==> config.mk <==
export PLATFORM = sky130hd
export DESIGN_NAME = text_buffer_ctrl
export DESIGN_NICKNAME = d
export VERILOG_FILES = /design/src/rtl/text_buffer_ctrl.sv
export SDC_FILE = /design/constraint.sdc
export NUM_CORES = 1
export LEC_CHECK = 0
export ABC_AREA = 1
export CAP_MARGIN = 0
export CORE_MARGIN = 2
export CORE_UTILIZATION = 30
export DETAILED_ROUTE_END_ITERATION = 8
export GPL_ROUTABILITY_DRIVEN = 0
export SKIP_CTS_REPAIR_TIMING = 1
export SYNTH_ARGS = -nofsm -noshare
export SYNTH_HDL_FRONTEND = slang
export SYNTH_SLANG_ARGS = --single-unit
==> constraint.sdc <==
create_clock -name clk -period 30 [get_ports clk]
set_clock_uncertainty 0.05 [all_clocks]
set_input_delay 4.5 -clock clk [delete_from_list [all_inputs] [get_ports clk]]
set_output_delay 4.5 -clock clk [all_outputs]
set_load 0.05 [all_outputs]
==> src/rtl/text_buffer_ctrl.sv <==
// Character-cell text controller: accepts glyph codes into a COLS x ROWS cell
// buffer, tracks a cursor, and resolves VGA pixels to glyph codes plus a
// blinking cursor flag with one cycle of latency.
module text_buffer_ctrl #(
  parameter int COLS         = 16,
  parameter int ROWS         = 16,
  parameter int CELL_PX      = 16,
  parameter int X_ORIGIN     = 80,
  parameter int Y_ORIGIN     = 80,
  parameter int BLINK_FRAMES = 30
) (
  input  logic       clk,
  input  logic       rst,
  input  logic       ch_valid,
  input  logic [4:0] ch_code,
  output logic       ch_ready,
  input  logic       frame_tick,
  input  logic [9:0] x,
  input  logic [9:0] y,
  output logic [4:0] glyph_code,
  output logic       in_text,
  output logic       cursor_on,
  output logic [3:0] x_select,
  output logic [3:0] y_select,
  output logic       busy
);

  localparam int CW    = $clog2(COLS);
  localparam int RW    = $clog2(ROWS);
  localparam int IDX_W = CW + RW;
  localparam int CELLS = COLS * ROWS;
  localparam int SH    = $clog2(CELL_PX);
  localparam int BW    = (BLINK_FRAMES > 1) ? $clog2(BLINK_FRAMES) : 1;

  typedef enum logic {CLEAR, IDLE} state_t;

  state_t             state_q, state_d;
  logic [IDX_W-1:0]   clr_idx_q, clr_idx_d;
  logic [CW-1:0]      cur_x_q, cur_x_d;
  logic [RW-1:0]      cur_y_q, cur_y_d;
  logic [BW-1:0]      blink_cnt_q, blink_cnt_d;
  logic               phase_q, phase_d;
  logic [4:0]         glyph_code_q, glyph_code_d;
  logic               in_text_q, in_text_d;
  logic               cursor_on_q, cursor_on_d;

  logic [4:0]         mem [CELLS];
  logic               we;
  logic [IDX_W-1:0]   waddr;
  logic [4:0]         wdata;
  logic               accept;

  logic [CW-1:0]      adv_x, bs_x, rd_col;
  logic [RW-1:0]      adv_y, nl_y, bs_y, rd_row;

  assign ch_ready   = (state_q == IDLE);
  assign busy       = (state_q == CLEAR);
  assign x_select   = 4'(cur_x_q);
  assign y_select   = 4'(cur_y_q);
  assign glyph_code = glyph_code_q;
  assign in_text    = in_text_q;
  assign cursor_on  = cursor_on_q;

  // Candidate cursor positions for advance, newline and backspace.
  always_comb begin
    nl_y  = (cur_y_q == RW'(ROWS - 1)) ? '0 : cur_y_q + RW'(1);
    adv_x = (cur_x_q == CW'(COLS - 1)) ? '0 : cur_x_q + CW'(1);
    adv_y = (cur_x_q == CW'(COLS - 1)) ? nl_y : cur_y_q;
    bs_x  = cur_x_q;
    bs_y  = cur_y_q;
    if (cur_x_q != '0) begin
      bs_x = cur_x_q - CW'(1);
    end else if (cur_y_q != '0) begin
      bs_x = CW'(COLS - 1);
      bs_y = cur_y_q - RW'(1);
    end
  end

  // Controller next state: clear sweep, or code handling in IDLE.
  always_comb begin
    state_d   = state_q;
    clr_idx_d = clr_idx_q;
    cur_x_d   = cur_x_q;
    cur_y_d   = cur_y_q;
    we        = 1'b0;
    waddr     = {cur_y_q, cur_x_q};
    wdata     = 5'd0;
    accept    = 1'b0;
    unique case (state_q)
      CLEAR: begin
        we    = 1'b1;
        waddr = clr_idx_q;
        if (clr_idx_q == IDX_W'(CELLS - 1)) begin
          state_d = IDLE;
          cur_x_d = '0;
          cur_y_d = '0;
        end else begin
          clr_idx_d = clr_idx_q + IDX_W'(1);
        end
      end
      IDLE: begin
        if (ch_valid) begin
          accept = 1'b1;
          if (ch_code <= 5'd28) begin
            we      = 1'b1;
            wdata   = ch_code;
            cur_x_d = adv_x;
            cur_y_d = adv_y;
          end else if (ch_code == 5'd29) begin
            we      = 1'b1;
            waddr   = {bs_y, bs_x};
            cur_x_d = bs_x;
            cur_y_d = bs_y;
          end else if (ch_code == 5'd30) begin
            cur_x_d = '0;
            cur_y_d = nl_y;
          end else begin
            state_d   = CLEAR;
            clr_idx_d = '0;
          end
        end
      end
      default: state_d = CLEAR;
    endcase
  end

  // Blink phase: an accepted code restarts the visible half-period.
  always_comb begin
    blink_cnt_d = blink_cnt_q;
    phase_d     = phase_q;
    if (accept) begin
      blink_cnt_d = '0;
      phase_d     = 1'b1;
    end else if (frame_tick) begin
      if (blink_cnt_q == BW'(BLINK_FRAMES - 1)) begin
        blink_cnt_d = '0;
        phase_d     = ~phase_q;
      end else begin
        blink_cnt_d = blink_cnt_q + BW'(1);
      end
    end
  end

  // Pixel lookup; compares are done at 32 bits so pixels left of the origin never alias.
  always_comb begin
    in_text_d = ({22'd0, x} >= 32'(X_ORIGIN)) && ({22'd0, x} < 32'(X_ORIGIN + COLS * CELL_PX)) &&
                ({22'd0, y} >= 32'(Y_ORIGIN)) && ({22'd0, y} < 32'(Y_ORIGIN + ROWS * CELL_PX));
    rd_col       = CW'((x - 10'(X_ORIGIN)) >> SH);
    rd_row       = RW'((y - 10'(Y_ORIGIN)) >> SH);
    glyph_code_d = in_text_d ? mem[{rd_row, rd_col}] : 5'd0;
    cursor_on_d  = in_text_d && (rd_col == cur_x_q) && (rd_row == cur_y_q) && phase_q;
  end

  // Cell buffer write port; a same-cycle read sees the previous contents.
  always_ff @(posedge clk) begin
    if (we) mem[waddr] <= wdata;
  end

  // State, cursor, blink and registered pixel outputs.
  always_ff @(posedge clk) begin
    if (rst) begin
      state_q      <= CLEAR;
      clr_idx_q    <= '0;
      cur_x_q      <= '0;
      cur_y_q      <= '0;
      blink_cnt_q  <= '0;
      phase_q      <= 1'b1;
      glyph_code_q <= 5'd0;
      in_text_q    <= 1'b0;
      cursor_on_q  <= 1'b0;
    end else begin
      state_q      <= state_d;
      clr_idx_q    <= clr_idx_d;
      cur_x_q      <= cur_x_d;
      cur_y_q      <= cur_y_d;
      blink_cnt_q  <= blink_cnt_d;
      phase_q      <= phase_d;
      glyph_code_q <= glyph_code_d;
      in_text_q    <= in_text_d;
      cursor_on_q  <= cursor_on_d;
    end
  end

endmodule
==> load_flow_metrics.sql, run 1 <==
INSERT INTO impl_metrics (metric_group, metric, value, unit) VALUES
('outcome', 'run_status', 'finished, final reports clean', ''),
('clock_tree', 'cts-root-to-sink-buffers', '3', ''),
('sta', 'tightest_slew', '1340', 'ps'),
('placed_design', 'dpl.cell_count', '6978', ''),
('sta', 'fin_crit', '8210', 'ps'),
('routing', 'wl_per_cell', '20.7', 'um'),
('clock_tree', 'cts_sinks', '1310', ''),
('layout', 'ant_diodes', '0', ''),
('flow_run', 'maxCapViolations', '0', ''),
('routing', 'detail_route.vias_per_cell', '5.04', ''),
('power', 'vdd_ir_drop_max', '0.0505', 'mV'),
('die', 'fp.dieArea', '186000', 'um2'),
('synth', 'synth-seq-cells', '1310', ''),
('setup_path', 'worst_path_largest_cell_delay', '690', 'ps'),
('clock_tree', 'clk_root_buf', 'clkbuf_16', ''),
('global_routing', 'congestion_overflow_gr', '0', ''),
('synth', 'net_count_after_synthesis', '4886', ''),
('synth', 'synthesis.area', '54800', 'um2'),
('die', 'fp-row-count', '156', ''),
('worst_hold_path', 'holdCritStartpoint', 'blink_cnt_q[1]', ''),
('routing', 'detail_route.drc_violations', '0', ''),
('setup_path', 'crit_type', 'input pin to register', ''),
('setup_path', 'critical_path_buf_inv_count', '4', ''),
('clock_tree', 'clock_insertion_delay_at_the_later_pin_of_the_skew_report', '780', 'ps'),
('sta', 'timing.final.setup_violations', '0', ''),
('setup_path', 'reg2reg_slack', '26070', 'ps'),
('global_routing', 'grt_first_pass_wirelength', '224', 'mm'),
('clock_tree', 'h-tree-depth', '4', ''),
('setup_path', 'critical_path.slowest_cell', 'buf_12', ''),
('worst_hold_path', 'timing.hold.worst.class', 'register to register', ''),
('layout', 'layout-drive-gt1-share', '6.92', '%'),
('clock_tree', 'clkSlewWorstSetupHoldPaths', '60', 'ps'),
('synth', 'yosysWarnings', '0', ''),
('power', 'power-per-cell-area', '64.0', 'nW/um2'),
('routing', 'ant_nets', '0', ''),
('setup_path', 'r2r-start', 'y_select[0]', ''),
('die', 'initial_core_util', '30.2', '%'),
('sta', 'fmax', '0.122', 'GHz'),
('synth', 'yosysSeqAreaShare', '71.3', '%'),
('die', 'fp.coreArea', '181000', 'um2'),
('routing', 'detailedRoute.firstIterationViolations', '4189', ''),
('layout', 'flow.area_growth_from_synthesis', '12.8', '%'),
('global_routing', 'antenna_violations_before_repair', '2', ''),
('setup_path', 'critPathMostFrequentCell', 'nand3_1', ''),
('layout', 'post_layout_nonfiller_instances', '7224', ''),
('setup_path', 'path_delay_family', 'buffers and inverters', ''),
('clock_tree', 'cts_buffer_count', '136', ''),
('sta', 'timing_max_transition_violations_final', '0', ''),
('synth', 'post_synth.cell_area_avg', '11.3', 'um2'),
('global_routing', 'global_router_s_overall_resource_usage', '15.8', '%'),
('die', 'die-width', '431', 'um'),
('routing', 'firstDrtPassIters', '8', ''),
('setup_path', 'arrival', '8770', 'ps'),
('setup_path', 'worstPathRequired', '30560', 'ps'),
('routing', 'via_count', '36400', ''),
('clock_tree', 'tritoncts_clock_tree', 'built', ''),
('setup_path', 'critPathMaxFanout', '169', ''),
('setup_path', 'cp-end-kind', 'register', ''),
('setup_path', 'startpoint', 'x[4]', ''),
('die', 'floorplan.die.height', '431', 'um'),
('sta', 'grt_setup_unrepaired', 'false', ''),
('global_routing', 'grt_start_max_net_pins', '210', ''),
('placed_design', 'place_hpwl', '81.4', 'mm'),
('routing', 'totalWireLength', '150', 'mm'),
('synth', 'synth.lib_cells_used.distinct', '47', ''),
('sta', 'final_min_period_over_clock_period', '27.4', '%'),
('sta', 'relSlewSlack', '10.0', '%'),
('sta', 'setup_total_negative_slack', '0', 'ps'),
('global_routing', 'via_count_of_the_first_global_routing_pass', '36000', ''),
('power', 'static-leakage-power', '21.2', 'nW'),
('synth', 'netlist_instances', '4846', ''),
('setup_path', 'cp-start-kind', 'input pin', ''),
('setup_path', 'worstPathCellList', 'buf_8 > inv_8 > ha_4 > inv_8 > buf_12 > nand3_1 > nand3_1 > nand3_1 > nand3_1 > nand2_1 > nand2_1 > nand3_1 > nand3_1 > a21oi_1', ''),
('die', 'floorplan.io_pins', '46', ''),
('layout', 'final_net_count', '4786', ''),
('placed_design', 'io_buffer_count', '45', ''),
('sta', 'timing.final.hold_violations', '0', '');
[routing by layer]
layer  vias up  track usage [%]  wire (um)  share of wire [%]
li1      16800                -          -                  -
met1     17900             20.2      60700                 40
met2      1469             26.3      72100                 48
met3       284             2.57      10900                7.3
met4         4             6.86       6140                4.1
met5         -                0         33              0.022
[layout make-up]
cell class	count	area, um2
Clock inverter	77	875
Timing Repair Buffer	81	821
Inverter	61	259
Fill cell	17800	119000
Sequential cell	1310	39000
Multi-Input combinational cell	3156	14200
Clock buffer	169	3650
Tap cell	2370	2970
[sequential cells by signal, summed over array words and instances (netlist names)]
register,count
cursor_on,1
clr_idx_q,8
y_select,4
mem,1280
x_select,4
ch_ready,1
phase_q,1
glyph_code,5
blink_cnt_q,5
in_text,1
[synthesized netlist by cell type (all sizes together)]
| master | number | area (um2) |
|---|---|---|
| xnor2 | 3 | 26.3 |
| nor3 | 14 | 81.3 |
| edfxtp | 1280 | 38400 |
| dfxtp | 30 | 601 |
| clkbuf | 195 | 732 |
| a31oi | 2 | 42.5 |
| a2111oi | 2 | 17.5 |
| a211oi | 2 | 15.0 |
| mux2i | 1 | 10.0 |
| o21ai | 25 | 174 |
| xor2 | 9 | 78.8 |
| o221ai | 1 | 8.76 |
| o211ai | 3 | 32.5 |
| nand4 | 5 | 31.3 |
| nand2 | 1512 | 5810 |
| clkinv | 4 | 17.5 |
| a41oi | 1 | 8.76 |
| or2 | 1 | 6.26 |
| nand2b | 1 | 13.8 |
| ha | 11 | 138 |
| nand3 | 1229 | 6170 |
| inv | 57 | 221 |
| nor2 | 301 | 1260 |
| buf | 124 | 661 |
| a31o | 2 | 17.5 |
| a21oi | 26 | 138 |
| o22ai | 5 | 31.3 |
[layout by cell type, fill, tap and decap left out, types with 23 or more instances in the layout]
cell and instances:
nand2_1 1473, edfxtp_1 1280, nand3_1 1226, nor2_1 284, clkbuf_16 137, inv_1 43, clkdlybuf4s50_1 43, dfxtp_1 30
buf_4 28, nand2_2 27, a21oi_1 24, clkinv_1 23
[metrics by stage]
stage / utilization [%] / area [um2] / total power, mW / setup slack, ps / hold slack [ps]
2_1_floorplan: - / 54800 / 2.19 / 13430 / 407
6_report: 34.1 / 61800 / 3.96 / 21790 / 478
3_3_place_gp: 31.6 / 57300 / 2.28 / 21200 / 442
5_1_grt: 34.1 / 61800 / 4.07 / 21630 / 504
4_1_cts: 34.1 / 61800 / 3.98 / 21950 / 474
3_5_place_dp: 31.6 / 57300 / 2.28 / 21170 / 456
[worst reg2reg max path, cell delays in order, from the launching register on]
cell	delay, ps
dfxtp_1	500
inv_1	210
ha_1	250
inv_1	110
nor3_4	60
inv_2	70
nand2_2	80
o211ai_1	110
nand2_1	120
o211ai_2	130
nand3_2	170
nor2_2	250
nand2_2	720
nor2_1	730
[cells by family after synthesis]
kind of cell               count (synthesis)  share of synthesized area, %
and+or+nand+nor                         3063                          24.4
DFF                                     1310                          71.3
buffers and inverters                    380                          2.98
AOI/OAI and AO/OA                         69                         0.886
xor gates and xnor gates                  12                         0.192
adders and majority gates                 11                         0.251
muxes                                      1                        0.0183
[path summary, 6_finish.rpt]
kind,to,depth (start not counted)
worst min-delay path,blink_cnt_q[1],2
worst max-delay path,glyph_code[2],14
worst max register to register,mem[89][3],13
worst min register to register,blink_cnt_q[1],2
[power breakdown]
group / switching, mW / internal (mW) / leakage (nW) / total, mW
clock: 0.717 / 0.992 / 2.20 / 1.71
combinational: 0.197 / 0.0701 / 7.69 / 0.268
sequential: 0.00118 / 1.98 / 11.3 / 1.98
total: 0.916 / 3.04 / 21.2 / 3.96
Note: power is estimated with default switching activity, not from simulation.
==> run 2: changes to the inputs <==
==> constraint.sdc (replaced) <==
create_clock -name clk -period 6.7 [get_ports clk]
set_clock_uncertainty 0.05 [all_clocks]
set_input_delay 1.005 -clock clk [delete_from_list [all_inputs] [get_ports clk]]
set_output_delay 1.005 -clock clk [all_outputs]
set_load 0.05 [all_outputs]
==> run 2 against run 1 <==
  * Hold slack got worse by 7.6 ps
  * Critical path type unchanged
  * Die area unchanged
  * Highest routed layer unchanged
  * Total power grew to 4.4 times the previous value
  * Flip-flop and latch count unchanged
  * Critical path depth is 1 lower
  * Critical endpoint is now mem[43][1]
  * Largest power group unchanged
  * Combinational power increased to 4.5 times the previous value
  * First-iteration DRC count is 1.9% lower
  * Clock power rose to 4.3 times the previous value
==> load_flow_metrics.sql, run 2 (synthesis results as in run 1) <==
INSERT INTO impl_metrics (metric_group, metric, value, unit) VALUES
('clock_tree', 'cts_sinks', '1310', ''),
('die', 'initial_core_util', '30.2', '%'),
('sta', 'grt_setup_unrepaired', 'false', ''),
('placed_design', 'dpl.cell_count', '6986', ''),
('setup_path', 'cp-end-kind', 'register', ''),
('setup_path', 'cp-start-kind', 'input pin', ''),
('global_routing', 'grt_start_max_net_pins', '222', ''),
('sta', 'fmax', '0.244', 'GHz'),
('layout', 'post_layout_nonfiller_instances', '7223', ''),
('setup_path', 'worstPathCellList', 'clkdlybuf4s50_1 > nand2_1 > nor2_4 > nand3_2 > inv_2 > nand2_2 > clkinv_2 > nand2_1 > o21ai_1 > o21ai_4 > nor2_2 > nand2_2 > nor2_1', ''),
('setup_path', 'worst_path_largest_cell_delay', '720', 'ps'),
('sta', 'tightest_slew', '1160', 'ps'),
('placed_design', 'io_buffer_count', '45', ''),
('global_routing', 'global_router_s_overall_resource_usage', '15.8', '%'),
('layout', 'fillers', '17800', ''),
('routing', 'detail_route.vias_per_cell', '5.02', ''),
('global_routing', 'congestion_overflow_gr', '0', ''),
('setup_path', 'crit_type', 'input pin to register', ''),
('clock_tree', 'h-tree-depth', '4', ''),
('setup_path', 'critical_path.slowest_cell', 'nand2_2', ''),
('clock_tree', 'cts_buffer_count', '132', ''),
('power', 'report.power.total', '17.3', 'mW'),
('die', 'floorplan.die.height', '431', 'um'),
('sta', 'final_min_period_over_clock_period', '61.2', '%'),
('die', 'fp.coreArea', '181000', 'um2'),
('routing', 'detailedRoute.firstIterationViolations', '4108', ''),
('clock_tree', 'clkSlewWorstSetupHoldPaths', '60', 'ps'),
('routing', 'detail_route.drc_violations', '0', ''),
('setup_path', 'critPathMaxFanout', '16', ''),
('power', 'power-per-cell-area', '281', 'nW/um2'),
('sta', 'fin_crit', '4100', 'ps'),
('sta', 'setup_total_negative_slack', '0', 'ps'),
('sta', 'timing.final.setup_violations', '0', ''),
('layout', 'leading_cell_types_in_the_layout_fill_and_taps_excluded', '1473 x nand2_1, 1280 x edfxtp_1, 1226 x nand3_1, 284 x nor2_1, 137 x clkbuf_16', ''),
('sta', 'finalHoldWorstSlack', '471', 'ps'),
('layout', 'layout-drive-gt1-share', '6.72', '%'),
('setup_path', 'worstPathRequired', '7040', 'ps'),
('power', 'static-leakage-power', '21.2', 'nW'),
('routing', 'wl_per_cell', '20.8', 'um'),
('sta', 'timing_max_transition_violations_final', '0', ''),
('outcome', 'run_status', 'finished, final reports clean', ''),
('power', 'vdd_ir_drop_max', '0.192', 'mV'),
('flow_run', 'maxCapViolations', '0', ''),
('setup_path', 'arrival', '4440', 'ps'),
('layout', 'flow.area_growth_from_synthesis', '12.5', '%'),
('placed_design', 'place_hpwl', '85.8', 'mm'),
('global_routing', 'antenna_violations_before_repair', '1', ''),
('placed_design', 'placement.cell_area', '57400', 'um2'),
('global_routing', 'via_count_of_the_first_global_routing_pass', '35000', ''),
('die', 'fp.dieArea', '186000', 'um2'),
('routing', 'totalWireLength', '150', 'mm'),
('die', 'fp-row-count', '156', ''),
('clock_tree', 'tritoncts_clock_tree', 'built', ''),
('routing', 'firstDrtPassIters', '9', ''),
('layout', 'reg_top3', 'mem (1280), clr_idx_q (8)', ''),
('layout', 'largest_register_ff_count', '1280', ''),
('layout', 'fin_area', '61600', 'um2'),
('die', 'floorplan.io_pins', '46', ''),
('clock_tree', 'clock_insertion_delay_at_the_later_pin_of_the_skew_report', '760', 'ps'),
('routing', 'ant_nets', '0', ''),
('routing', 'via_count', '36300', ''),
('layout', 'multi_input_area', '14200', 'um2'),
('worst_hold_path', 'timing.hold.worst.class', 'register to register', ''),
('clock_tree', 'cts-root-to-sink-buffers', '3', ''),
('layout', 'final_net_count', '4790', ''),
('die', 'die-width', '431', 'um'),
('global_routing', 'grt_first_pass_wirelength', '222', 'mm'),
('clock_tree', 'clk_root_buf', 'clkbuf_16', ''),
('layout', 'largest_register', 'mem', ''),
('layout', 'regArea', '39000', 'um2'),
('layout', 'mostFrequentLayoutCell', 'nand2_1', ''),
('sta', 'relSlewSlack', '22.2', '%'),
('layout', 'ant_diodes', '0', ''),
('sta', 'timing.final.hold_violations', '0', '');
run 2: cell count changes in the layout (fill, tap and decap cells not counted), moves of 3 or more:
cell,before,now
clkbuf_1,22,28
bufinv_16,14,11
buf_12,8,15
clkinv_1,23,26
clkbuf_8,10,0
clkinv_4,3,0
clkinv_2,18,22
clkinv_8,8,4
run 2: cell type report:
cell class                      instances  area share (%)
Clock buffer                          165            5.73
Multi-Input combinational cell       3156            23.0
Inverter                               61           0.420
Timing Repair Buffer                   89            1.57
Clock inverter                         72            1.13
Tap cell                             2370            4.81
Sequential cell                      1310            63.3
run 2: final timing paths:
check | from | end | slack, ps | depth (start not counted)
worst min register to register | blink_cnt_q[0] | blink_cnt_q[0] | 470 | 2
worst min-delay path | blink_cnt_q[0] | blink_cnt_q[0] | 470 | 2
worst max-delay path | ch_code[3] | mem[43][1] | 2600 | 13
worst max register to register | y_select[0] | mem[43][1] | 2780 | 13
run 2: power breakdown:
group	total, mW	internal, mW	switching (mW)
clock	7.27	4.18	3.09
combinational	1.21	0.322	0.888
sequential	8.87	8.86	0.00641
total	17.3	13.4	3.98
run 2: through the flow:
| stage | setup slack, ps | utilization, % |
|---|---|---|
| 2_1_floorplan | -2030 | - |
| 3_3_place_gp | 1850 | 31.7 |
| 3_5_place_dp | 1830 | 31.7 |
| 4_1_cts | 2650 | 34.0 |
| 5_1_grt | 2460 | 34.0 |
| 6_report | 2600 | 34.0 |
run 2: routing by layer:
layer / share of wire [%] / GRT usage (%)
met2: 49 / 26.5
met1: 41 / 20.1
met3: 6.7 / 2.40
met5: 0.0087 / 0
met4: 4.0 / 6.80
run 2: worst max-delay path, delay by kind of cell:
family,cells,cell delay (ps)
simple gates,8,2400
buf+inv,3,780
compound gates,2,250
